**src/rtl/int_tx_ascii.sv**
```systemverilog
// Renders a captured ALU result as an ASCII decimal or hex string, optionally followed by CR LF,
// and pushes it into the UART TX FIFO one character per cycle.
module int_tx_ascii #(
    parameter int DATA_W         = 8,
    parameter int DEC_DIGITS     = 3,
    parameter int HEX_DIGITS     = 2,
    parameter int APPEND_CRLF    = 1,
    parameter int SUPPRESS_ZEROS = 1
) (
    input  logic              CLK,
    input  logic              RESET_N,
    input  logic              enviar,
    input  logic              modo_hex,
    input  logic [DATA_W-1:0] DATO_ALU,
    input  logic              fifo_full,
    output logic              WR_FIFO,
    output logic [7:0]        data_fifo,
    output logic              busy,
    output logic              done
);

    function automatic int dec_needed(input int w);
        longint unsigned v;
        int n;
        v = (64'd1 << w) - 64'd1;
        n = 0;
        do begin
            v = v / 64'd10;
            n++;
        end while (v != 64'd0);
        return n;
    endfunction

    localparam int BCD_W = 4 * DEC_DIGITS;
    localparam int HEX_W = 4 * HEX_DIGITS;
    localparam int MAX_D = (DEC_DIGITS > HEX_DIGITS) ? DEC_DIGITS : HEX_DIGITS;
    localparam int IDX_W = $clog2(MAX_D) + 1;
    localparam int CNT_W = $clog2(DATA_W + 1);

    if (DATA_W < 4 || DATA_W > 32) begin : g_bad_width
        $error("int_tx_ascii: DATA_W must be within 4..32");
    end
    if (DEC_DIGITS < dec_needed(DATA_W)) begin : g_bad_dec
        $error("int_tx_ascii: DEC_DIGITS too small for DATA_W");
    end
    if (HEX_DIGITS != (DATA_W + 3) / 4) begin : g_bad_hex
        $error("int_tx_ascii: HEX_DIGITS must equal ceil(DATA_W/4)");
    end

    typedef enum logic [2:0] {IDLE, CONV, EMIT, TAIL, FIN} state_t;

    state_t             state, state_nxt;
    logic [DATA_W-1:0]  value;
    logic [BCD_W-1:0]   bcd, bcd_adj, bcd_next;
    logic               hex;
    logic [IDX_W-1:0]   idx, idx_m1;
    logic [CNT_W-1:0]   cnt;
    logic               seen;
    logic               lf;
    logic [HEX_W-1:0]   hex_src, din_hex;
    logic [3:0]         cur_nib, nxt_nib;
    logic               last, skip, advance;

    function automatic logic [7:0] ascii(input logic [3:0] n);
        return (n < 4'd10) ? (8'h30 + {4'h0, n}) : (8'h37 + {4'h0, n});
    endfunction

    assign hex_src = HEX_W'(value);
    assign din_hex = HEX_W'(DATO_ALU);
    assign idx_m1  = idx - 1'b1;
    assign last    = (idx == '0);

    always_comb begin
        bcd_adj = bcd;
        for (int unsigned i = 0; i < DEC_DIGITS; i++) begin
            if (bcd[4*i +: 4] >= 4'd5) bcd_adj[4*i +: 4] = bcd[4*i +: 4] + 4'd3;
        end
        bcd_next = {bcd_adj[BCD_W-2:0], value[DATA_W-1]};
    end

    always_comb begin
        cur_nib = hex ? 4'(hex_src >> {idx, 2'b00})    : 4'(bcd >> {idx, 2'b00});
        nxt_nib = hex ? 4'(hex_src >> {idx_m1, 2'b00}) : 4'(bcd >> {idx_m1, 2'b00});
    end

    always_ff @(posedge CLK or negedge RESET_N) begin
        if (!RESET_N) state <= IDLE;
        else          state <= state_nxt;
    end

    always_comb begin
        state_nxt = state;
        WR_FIFO   = 1'b0;
        skip      = 1'b0;
        advance   = 1'b0;
        busy      = (state != IDLE);
        done      = (state == FIN);
        case (state)
            IDLE: if (enviar) state_nxt = modo_hex ? EMIT : CONV;
            CONV: if (cnt == CNT_W'(DATA_W - 1)) state_nxt = EMIT;
            EMIT: begin
                // A suppressed leading zero consumes its slot without looking at fifo_full.
                skip    = !hex && (SUPPRESS_ZEROS != 0) && (cur_nib == 4'd0) && !seen && !last;
                WR_FIFO = !skip && !fifo_full;
                advance = skip || !fifo_full;
                if (advance && last) state_nxt = (APPEND_CRLF != 0) ? TAIL : FIN;
            end
            TAIL: begin
                WR_FIFO = !fifo_full;
                if (!fifo_full && lf) state_nxt = FIN;
            end
            FIN:     state_nxt = IDLE;
            default: state_nxt = IDLE;
        endcase
    end

    // data_fifo always holds the character of the slot being presented, so it is
    // loaded on the edge that moves to that slot.
    always_ff @(posedge CLK or negedge RESET_N) begin
        if (!RESET_N) begin
            value     <= '0;
            bcd       <= '0;
            hex       <= 1'b0;
            idx       <= '0;
            cnt       <= '0;
            seen      <= 1'b0;
            lf        <= 1'b0;
            data_fifo <= 8'h00;
        end else begin
            case (state)
                IDLE: if (enviar) begin
                    value <= DATO_ALU;
                    hex   <= modo_hex;
                    bcd   <= '0;
                    cnt   <= '0;
                    seen  <= 1'b0;
                    lf    <= 1'b0;
                    if (modo_hex) begin
                        idx       <= IDX_W'(HEX_DIGITS - 1);
                        data_fifo <= ascii(din_hex[HEX_W-1 -: 4]);
                    end
                end
                CONV: begin
                    bcd   <= bcd_next;
                    value <= value << 1;
                    cnt   <= cnt + 1'b1;
                    if (cnt == CNT_W'(DATA_W - 1)) begin
                        idx       <= IDX_W'(DEC_DIGITS - 1);
                        data_fifo <= ascii(bcd_next[BCD_W-1 -: 4]);
                    end
                end
                EMIT: if (advance) begin
                    if (!skip) seen <= 1'b1;
                    if (!last) begin
                        idx       <= idx_m1;
                        data_fifo <= ascii(nxt_nib);
                    end else if (APPEND_CRLF != 0) begin
                        data_fifo <= 8'h0D;
                    end
                end
                TAIL: if (!fifo_full && !lf) begin
                    lf        <= 1'b1;
                    data_fifo <= 8'h0A;
                end
                default: ;
            endcase
        end
    end

endmodule

```
**config.mk**
```make
export PLATFORM = sky130hd
export DESIGN_NAME = int_tx_ascii
export DESIGN_NICKNAME = d
export VERILOG_FILES = /design/src/rtl/int_tx_ascii.sv
export SDC_FILE = /design/constraint.sdc
export NUM_CORES = 1
export LEC_CHECK = 0
export CELL_PAD_IN_SITES_DETAIL_PLACEMENT = 0
export CELL_PAD_IN_SITES_GLOBAL_PLACEMENT = 1
export CORE_MARGIN = 4
export CORE_UTILIZATION = 40
export DETAILED_ROUTE_END_ITERATION = 12
export PLACE_DENSITY_LB_ADDON = 0.25
export SYNTH_ARGS = -nofsm -noshare
export SYNTH_HDL_FRONTEND = slang
export SYNTH_SLANG_ARGS = --single-unit
```
**constraint.sdc**
```tcl
create_clock -name CLK -period 5.08 [get_ports CLK]
set_input_delay 0.508 -clock CLK [delete_from_list [all_inputs] [get_ports CLK]]
set_output_delay 0.508 -clock CLK [all_outputs]
set_load 0.05 [all_outputs]
```
# Yosys cells after proc, flatten, opt, wreduce, memory -nomap -nowiden
# Index checks and enable logic that the tools add are counted.
dict set report word_totals {
  ff_bits 41
  inputBits 13
  word_cells 115
}
dict set report op_classes {
  addsub 11
  n_lt_le_gt_ge 6
  eq_ne 14
  shift 4
  n_mux 41
  n_reduce_logical 30
}
# op n
set op_table {}
lappend op_table {{two-way mux 8 bit} 6}
lappend op_table {{adder 6 x 4 -> 7 bit (first input constant)} 6}
lappend op_table {{one-hot mux 8 bit (4 select lines)} 1}
lappend op_table {{two-way mux 7 bit} 4}
lappend op_table {{two-way mux 3 bit} 9}
lappend op_table {{one-hot mux 12 bit (2 select lines)} 1}
lappend op_table {{right shift 12 x 5 -> 4 bit} 2}
lappend op_table {{two-way mux 4 bit} 5}
lappend op_table {{!= test 2 bit (second input constant)} 9}
lappend op_table {{one-hot mux 8 bit (2 select lines)} 1}
lappend op_table {{right shift 8 x 5 -> 4 bit} 2}
lappend op_table {{greater-or-equal comparator 4 x 3 -> 1 bit (second input constant)} 3}
lappend op_table {{< comparator 4 bit (second input constant)} 3}
lappend op_table {{two-way mux 12 bit} 1}
lappend op_table {{one-hot mux 3 bit (4 select lines)} 1}
lappend op_table {{AND reduction 6 bit} 2}
lappend op_table {{one-hot mux 3 bit (3 select lines)} 1}
lappend op_table {{adder 4 x 2 -> 4 bit (second input constant)} 2}
lappend op_table {{one-hot mux 4 bit (2 select lines)} 1}
lappend op_table {{AND reduction 4 bit} 2}
lappend op_table {{logical AND 1 bit} 7}
lappend op_table {{equality test 3 x 2 -> 1 bit (second input constant)} 2}
lappend op_table {{zero test 1 bit} 6}
lappend op_table {{zero test 3 bit} 2}
lappend op_table {{16 further kinds} 27}

# Logic depth before layout (Yosys ltp)
# Gate-level depths: netlist of run 1.
dict set report depth {
  depth_word 10
  ltp_mapped 11
}

# Least setup slack after synthesis of run 1
# No wires, ideal clock.
dict set report synth_path {
  path_type {reg2out}
  start {reg idx[0]}
  end {out WR_FIFO}
  arrival_time_ps 2421
  slack_ps 2151
  stages_incl_launch_ff 8
  path_buffers 1
  path_cell_list {dfrtp_1 buf_2 inv_1 ha_1 nor2b_1 or3_1 a31oi_1 a21boi_0}
}
dict set report synth_between {
  elab_chain_len 9
  word_cells_on_any_way 12
}
# element line
set synth_lines {}
lappend synth_lines {{start, declared} 56} ;# logic [IDX_W-1:0] idx, idx_m1;
lappend synth_lines {{start signal, assigned} 139} ;# idx <= IDX_W'(HEX_DIGITS - 1);
lappend synth_lines {{start signal, assigned} 148} ;# idx <= IDX_W'(DEC_DIGITS - 1);
lappend synth_lines {{start signal, assigned} 155} ;# idx <= idx_m1;
lappend synth_lines {{right shift 12 x 5 -> 4 bit / right shift 8 x 5 -> 4 bit (equally long branches)} 82} ;# cur_nib = hex ? 4'(hex_src >> {idx, 2'b00}) : 4'(bcd >> {idx, 2'b00});
lappend synth_lines {{two-way mux 4 bit} 82}
lappend synth_lines {{zero test 4 bit} 103} ;# skip = !hex && (SUPPRESS_ZEROS != 0) && (cur_nib == 4'd0) && !seen && !last;
lappend synth_lines {{logical AND 1 bit (2 in a row)} 103}
lappend synth_lines {{logical AND 1 bit (*)} 103}
lappend synth_lines {{zero test 1 bit (*)} 104} ;# WR_FIFO = !skip && !fifo_full;
lappend synth_lines {{logical AND 1 bit (*)} 104}
lappend synth_lines {{one-hot mux 1 bit (2 select lines) (*)} 98} ;# case (state)
lappend synth_lines {{end, declared} 16} ;# output logic WR_FIFO,
# Every way passes the cells marked *; elsewhere a longest branch is shown, timed or not.

# Worst setup path after layout of run 1
dict set report layout_path {
  start {reg hex}
  end {out WR_FIFO}
}
dict set report layout_between {
  elab_chain_len 8
  word_cells_on_any_way 9
}
# element line
set layout_lines {}
lappend layout_lines {{start, declared} 55} ;# logic hex;
lappend layout_lines {{start signal, assigned} 133} ;# hex <= modo_hex;
lappend layout_lines {{two-way mux 4 bit} 82}
lappend layout_lines {{zero test 4 bit} 103}
lappend layout_lines {{logical AND 1 bit (*) (3 in a row)} 103}
lappend layout_lines {{zero test 1 bit (*)} 104}
lappend layout_lines {{logical AND 1 bit (*)} 104}
lappend layout_lines {{one-hot mux 1 bit (2 select lines) (*)} 98}
# Marked as above.

==> results by group, run 1 <==
Run status
  • Status: finished, final reports clean

Global route
  • Largest net degree at the start of global routing: 44
  • Global route overflow: 0
  • Global routing usage on met2: 0.297
  • Global-route wire length before repair: 13000 um
  • Met3 usage: 0.0306
  • Initial antenna violation count: 0
  • GR Util All Layers: 0.188
  • Vias in the first global route: 2537
  • GR Layer Usage met1: 0.265
  • Gr busiest metal: met2

Setup path
  • Worst Setup End Kind: output port
  • CP arrival: 2.90 ns
  • Reg2Reg Depth: 10
  • Startpoint type of the worst setup path: flop
  • R2R Setup Slk: 2.25 ns
  • Worst R2R End: data_fifo[6]
  • Critical-path maximum fanout: 18
  • Reg-to-reg critical path startpoint: bcd[4]
  • Worst EP required: 4.57 ns
  • Crit path kind: reg -> out

Route
  • Antenna Nets Post-Route: 0
  • Initial detailed-routing violation count: 230
  • Initial DRT Pass Iterations: 6
  • DRC Markers: 0
  • WL/cell: 16.6 um
  • Vias per inst: 5.85
  • Total wire length: 7710 um
  • DR vias: 2721

Finish
  • Share of cells above drive strength 1: 0.0786
  • Final non-filler cell total: 465
  • Layout net count: 392
  • # diodes: 0
  • Synth-to-Final Area Change: 12.1%

Floorplan
  • Die area: 0.00867 mm2
  • Std-Cell Rows: 30
  • Top-Level Pins: 24
  • Core area: 0.00691 mm2
  • Die Width: 93.1 um
  • Starting Density: 0.420
  • Die height: 93.1 um

Timing
  • Hold Fails Final Rpt: 0
  • Worst-margin pin slew: 0.929 ns
  • Max Transition Viols Final: 0
  • Relative slew slack: 0.381
  • Fin crit share: 0.670
  • RSZ-0062 raised after global routing: false
  • Setup TNS: 0 ns
  • Setup violations, final: 0
  • Worst hold slack: 0.341 ns
  • Fmax: 294 MHz
  • Final Critical Period: 3.41 ns
  • Worst Skew: 0.00648 ns

Power and ir drop
  • Sw frac: 0.521
  • P per Cell Area: 742 mW/mm2
  • Clock share of power: 0.097
  • Static Leakage: 1.37 nW
  • Part of the power in registers: 0.280
  • Peak VDD IR: 0.410 mV
  • Sw power: 1.26 mW
  • Combinational share of power: 0.623
  • Pint: 1.15 mW

Synth
  • Largest cells by area after synthesis: dfrtp_1, nand2_1, o21ai_0
  • Post-synthesis sequential area ratio: 0.345
  • Net Count, Synth: 380
  • Synth area leader: dfrtp_1
  • Post-synthesis async set-or-reset flop share: 1.00
  • Yosys warns: 0
  • Mean post-synth cell area: 8.14 um2
  • Seq cells post-synth: 40
  • Post-Syn Instances: 356
  • EDFF count, synth: 0
  • Post-synth top area share: 0.345
  • Cell Area, Synth: 0.00290 mm2
  • Top_reg_cell synth: dfrtp_1
  • Synth cell types: 65

Clocking
  • CTS sink count: 40
  • CTS tree: yes
  • Clock tree buffer depth: 2
  • Worst skew pair latency: 0.30 ns
  • Hold_buf cts: 0
  • Worst-path clk slew: 0.08 ns
  • Htree depth: 2
  • TritonCTS Buffers: 5
  • Post-CTS Setup Repair Bufs: 0
  • CTS root buf: clkbuf_8
  • CTS resizes: 0

Placement
  • DP Wirelength: 5600 um
  • GPL Wtd Cong: 0.848
  • Placed insts: 457
  • Port bufs: 22

Run
  • Max-cap violations: 0

Min path
  • Hold Path Class: in -> async
[worst max-delay path by stage]
| stage | startpoint | endpoint | slack [ns] |
|---|---|---|---|
| after global placement | hex | WR_FIFO | 1.99 |
| final | hex | WR_FIFO | 1.67 |
| after detailed placement | hex | WR_FIFO | 2.03 |
| after global routing | hex | WR_FIFO | 1.52 |
| after CTS | hex | WR_FIFO | 1.67 |
| after floorplan | idx[0] | WR_FIFO | 2.15 |
[through the flow]
step                      instance area, um2  power, mW  utilization  setup WS [ns]
after floorplan                         2900       1.81            -           2.15
after global placement                  3150       2.16        0.457           1.99
after detailed placement                3150       2.18        0.457           2.03
after CTS                               3250       2.42        0.471           1.67
after global routing                    3250       2.63        0.471           1.52
final                                   3250       2.41        0.471           1.67
[cells in the mapped netlist (2+ instances only)]
master	number
inv_1	17
or3_1	2
nand4_1	4
a21o_1	2
o31ai_1	3
clkbuf_1	11
nor4_1	2
xnor2_1	4
o211a_1	2
a211o_1	2
mux2_1	3
nand2b_1	5
nor3_1	9
nand3_1	21
nor2_1	33
buf_2	5
and3_1	2
mux2_2	2
xor2_1	2
nand2_1	39
o211ai_1	3
o22ai_1	2
or2_2	6
o21ai_1	6
ha_1	11
o21ai_0	28
o2111ai_1	2
mux2i_1	9
dfrtp_1	40
and2_1	3
a31oi_1	12
a21oi_1	26
buf_6	2
a211oi_1	4
o32ai_1	2
[metal layers]
| layer | vias to the layer above | routed length, um |
|---|---|---|
| li1 | 1319 | - |
| met1 | 1310 | 3760 |
| met2 | 79 | 3480 |
| met3 | 13 | 373 |
| met4 | 0 | 99 |
| met5 | - | 0 |
[worst max-delay path, cell delays in order, from the launching register on]
cell,delay [ns]
dfrtp_1,0.73
or4_4,0.25
o22ai_2,0.07
a221oi_2,0.37
a31oi_1,0.15
a21boi_0,0.19
clkdlybuf4s50_1,0.84
[placed cells by master (no fill, tap or decap), drive strengths merged, types with 3 or more instances in the layout]
master and instances:
dfrtp 40, nand2 39, nor2 35, o21ai 34
a21oi 26, nand3 22, clkdlybuf4s50 21, inv 17
a31oi 13, ha 11, nor3 9, mux2i 9
or2 7, clkbuf 6, nand2b 5, mux2 5
a211oi 4, nand4 4, xnor2 4, and2 3
o31ai 3, o211ai 3, o22ai 3, buf 3
[power groups by stage]
stage | sequential, mW | combinational, mW | clock (mW)
finish | 0.676 | 1.50 | 0.234
floorplan | 0.671 | 1.13 | 0
global route | 0.704 | 1.68 | 0.252
CTS | 0.673 | 1.50 | 0.240
detailed placement | 0.677 | 1.50 | 0
global placement | 0.672 | 1.49 | 0
[flip-flops by register name, summed over array words and instances, names as in the netlist]
signal	count
hex	1
hex_src	8
lf	1
state	3
cnt	4
bcd	12
idx	3
data_fifo	7
seen	1
[final cells by class]
type	instances	area, um2
clock buffer	6	82.6
clock inverter	2	15.0
fill	694	3660
inverter	17	63.8
multi-input combinational	280	1740
sequential	40	1000
tap	96	120
timing repair buffer	24	230
[kinds of logic (layout without fill, tap and decap cells)]
family,after synthesis,count (layout),share of synthesized area
xor gates and xnor gates,6,6,0.0181
adders and majority gates,11,11,0.0475
and+or+nand+nor,141,141,0.248
muxes,14,14,0.0505
AOI/OAI and AO/OA,107,107,0.234
buffers and inverters,36,49,0.0552
other,1,1,0.00129
DFF,40,40,0.345
Power figures use the tool's default switching activity.
==> run 2, diff against run 1 <==
==> constraint.sdc (replaced) <==
create_clock -name CLK -period 3.6 [get_ports CLK]
set_input_delay 0.36 -clock CLK [delete_from_list [all_inputs] [get_ports CLK]]
set_output_delay 0.36 -clock CLK [all_outputs]
set_load 0.05 [all_outputs]
==> results by group, run 2 (synthesis results as in run 1) <==
Clocking
  • CTS root buf: clkbuf_8
  • Clock tree buffer depth: 2 (unchanged)
  • TritonCTS Buffers: 5 (unchanged)
  • Worst skew pair latency: 0.30 ns (about the same)
  • CTS tree: yes
  • CTS resizes: 0 (unchanged)
  • Worst-path clk slew: 0.09 ns (about the same)
  • CTS sink count: 40 (unchanged)
  • Hold_buf cts: 0 (unchanged)
  • Htree depth: 2 (unchanged)
  • Post-CTS Setup Repair Bufs: 0 (unchanged)

Setup path
  • WP buf/inv: 1 (unchanged)
  • CP arrival: 2.95 ns (+0.05 ns)
  • Worst EP required: 3.24 ns (-1.33 ns)
  • Crit path kind: reg -> out
  • Reg-to-reg critical path startpoint: idx[0]
  • Startpoint type of the worst setup path: flop
  • Worst Setup End Kind: output port
  • Critical-path maximum fanout: 18 (unchanged)
  • Cell breakdown of the critical path: or4_4 > o22ai_2 > a221oi_2 > a31oi_1 > a21boi_0 > clkdlybuf4s50_1
  • Largest delay share family, worst path: buffers and inverters
  • Cell with the largest stage delay on the worst path: clkdlybuf4s50_1
  • CP startpoint: hex
  • CP max stage delay: 0.84 ns (about the same)

Global route
  • Largest net degree at the start of global routing: 43 (-2.3%)
  • Initial antenna violation count: 0 (unchanged)
  • Global-route wire length before repair: 12900 um (-0.38%)
  • Vias in the first global route: 2477 (-2.4%)
  • Global route overflow: 0 (unchanged)
  • GR Util All Layers: 0.188 (+0.000467)

Placement
  • DP Area: 0.00317 mm2 (+0.48%)
  • DP Wirelength: 5620 um (+0.37%)
  • GPL Wtd Cong: 0.890 (+4.9%)
  • Port bufs: 22 (unchanged)

Timing
  • Fmax: 302 MHz
  • Max Transition Viols Final: 0 (unchanged)
  • Relative slew slack: 0.374 (-0.00705)
  • Hold Fails Final Rpt: 0 (unchanged)
  • Worst-margin pin slew: 0.939 ns (+0.0106 ns)
  • Final Critical Period: 3.31 ns
  • Fin crit share: 0.919
  • RSZ-0062 raised after global routing: false
  • Worst Skew: 0.00705 ns (+0.000579 ns)
  • Setup TNS: 0 ns (unchanged)
  • Setup violations, final: 0 (unchanged)

Route
  • Initial DRT Pass Iterations: 4 (-2)
  • Total wire length: 7710 um (about the same)
  • WL/cell: 16.5 um (-0.51%)
  • Vias per inst: 5.82 (-0.61%)
  • DR vias: 2716 (-0.18%)
  • Antenna Nets Post-Route: 0 (unchanged)
  • Initial detailed-routing violation count: 174 (-24%)
  • DRC Markers: 0 (unchanged)

Run
  • Max-cap violations: 0 (unchanged)

Finish
  • Fillers: 704 (+1.4%)
  • Commonest non-fill, non-tap cell in the layout: dfrtp_1
  • Largest register FFs: 12 (unchanged)
  • Commonest non-fill, non-tap cells in the layout: dfrtp_1, nand2_1, nor2_1
  • Layout net count: 394 (+0.51%)
  • Post-layout instance area: 0.00328 mm2 (+1.0%)
  • Share of cells above drive strength 1: 0.0836 (+0.00497)
  • Synth-to-Final Area Change: 13.3%
  • Layout Utilization: 0.476 (+0.00489)
  • Largest register by flop count: bcd
  • # diodes: 0 (unchanged)

Run status
  • Status: finished, final reports clean

Power and ir drop
  • Static Leakage: 1.39 nW (+1.9%)
  • Peak VDD IR: 0.530 mV (+29%)
  • P per Cell Area: 1060 mW/mm2 (+43%)

Floorplan
  • Die height: 93.1 um (unchanged)
  • Die area: 0.00867 mm2 (unchanged)
  • Std-Cell Rows: 30 (unchanged)
  • Core area: 0.00691 mm2 (unchanged)
  • Top-Level Pins: 24 (unchanged)
  • Starting Density: 0.420 (unchanged)
  • Die Width: 93.1 um (unchanged)

Min path
  • Hold Path Class: in -> async
-- run 2: cell count changes in the layout (fill, tap and decap cells not counted) --
cell,before,now
clkbuf_8,6,5
clkinvlp_4,2,0
bufinv_16,0,1
clkinv_4,0,2
buf_4,2,4
-- run 2: worst paths after layout --
kind | cells past startpoint | slack, ns | to
max | 6 | 0.29 | WR_FIFO
min | 1 | 0.19 | cnt[0]
max reg2reg | 8 | 0.80 | data_fifo[0]
min reg2reg | 1 | 0.49 | cnt[3]
max in group asynchronous | 1 | 2.82 | idx[2]
min in group CLK | 1 | 0.49 | cnt[3]
-- run 2: cell type report --
type | instances | area [um2] | area share
inverters | 17 | 63.8 | 0.0194
flip-flops and latches | 40 | 1000 | 0.305
repair buffers | 26 | 245 | 0.0747
clock inverters | 3 | 47.5 | 0.0145
well taps | 96 | 120 | 0.0366
multi-input cells | 280 | 1740 | 0.529
clock buffers | 5 | 68.8 | 0.0210
-- run 2: per-layer routing --
metal / part of all wire / global-route usage / up-vias
li1: - / - / 1314
met1: 0.48 / 0.271 / 1320
met2: 0.45 / 0.289 / 72
met3: 0.046 / 0.0265 / 10
met4: 0.021 / 0.0623 / 0
met5: 0 / 0 / -
-- run 2: per-stage QoR --
step                setup WS, ns  total power [mW]  instances  hold WS [ns]
floorplan                  0.819              2.55        356        0.0644
global placement           0.662              3.07        459         0.466
detailed placement         0.663              3.09        459         0.477
CTS                        0.299              3.49        467         0.220
global route               0.134              3.79        467         0.261
finish                     0.292              3.48        467         0.189
-- run 2: report_power, final --
part           internal (mW)  switching, mW
clock network          0.209          0.182
logic                  0.829           1.32
registers              0.656          0.280
total                   1.69           1.78
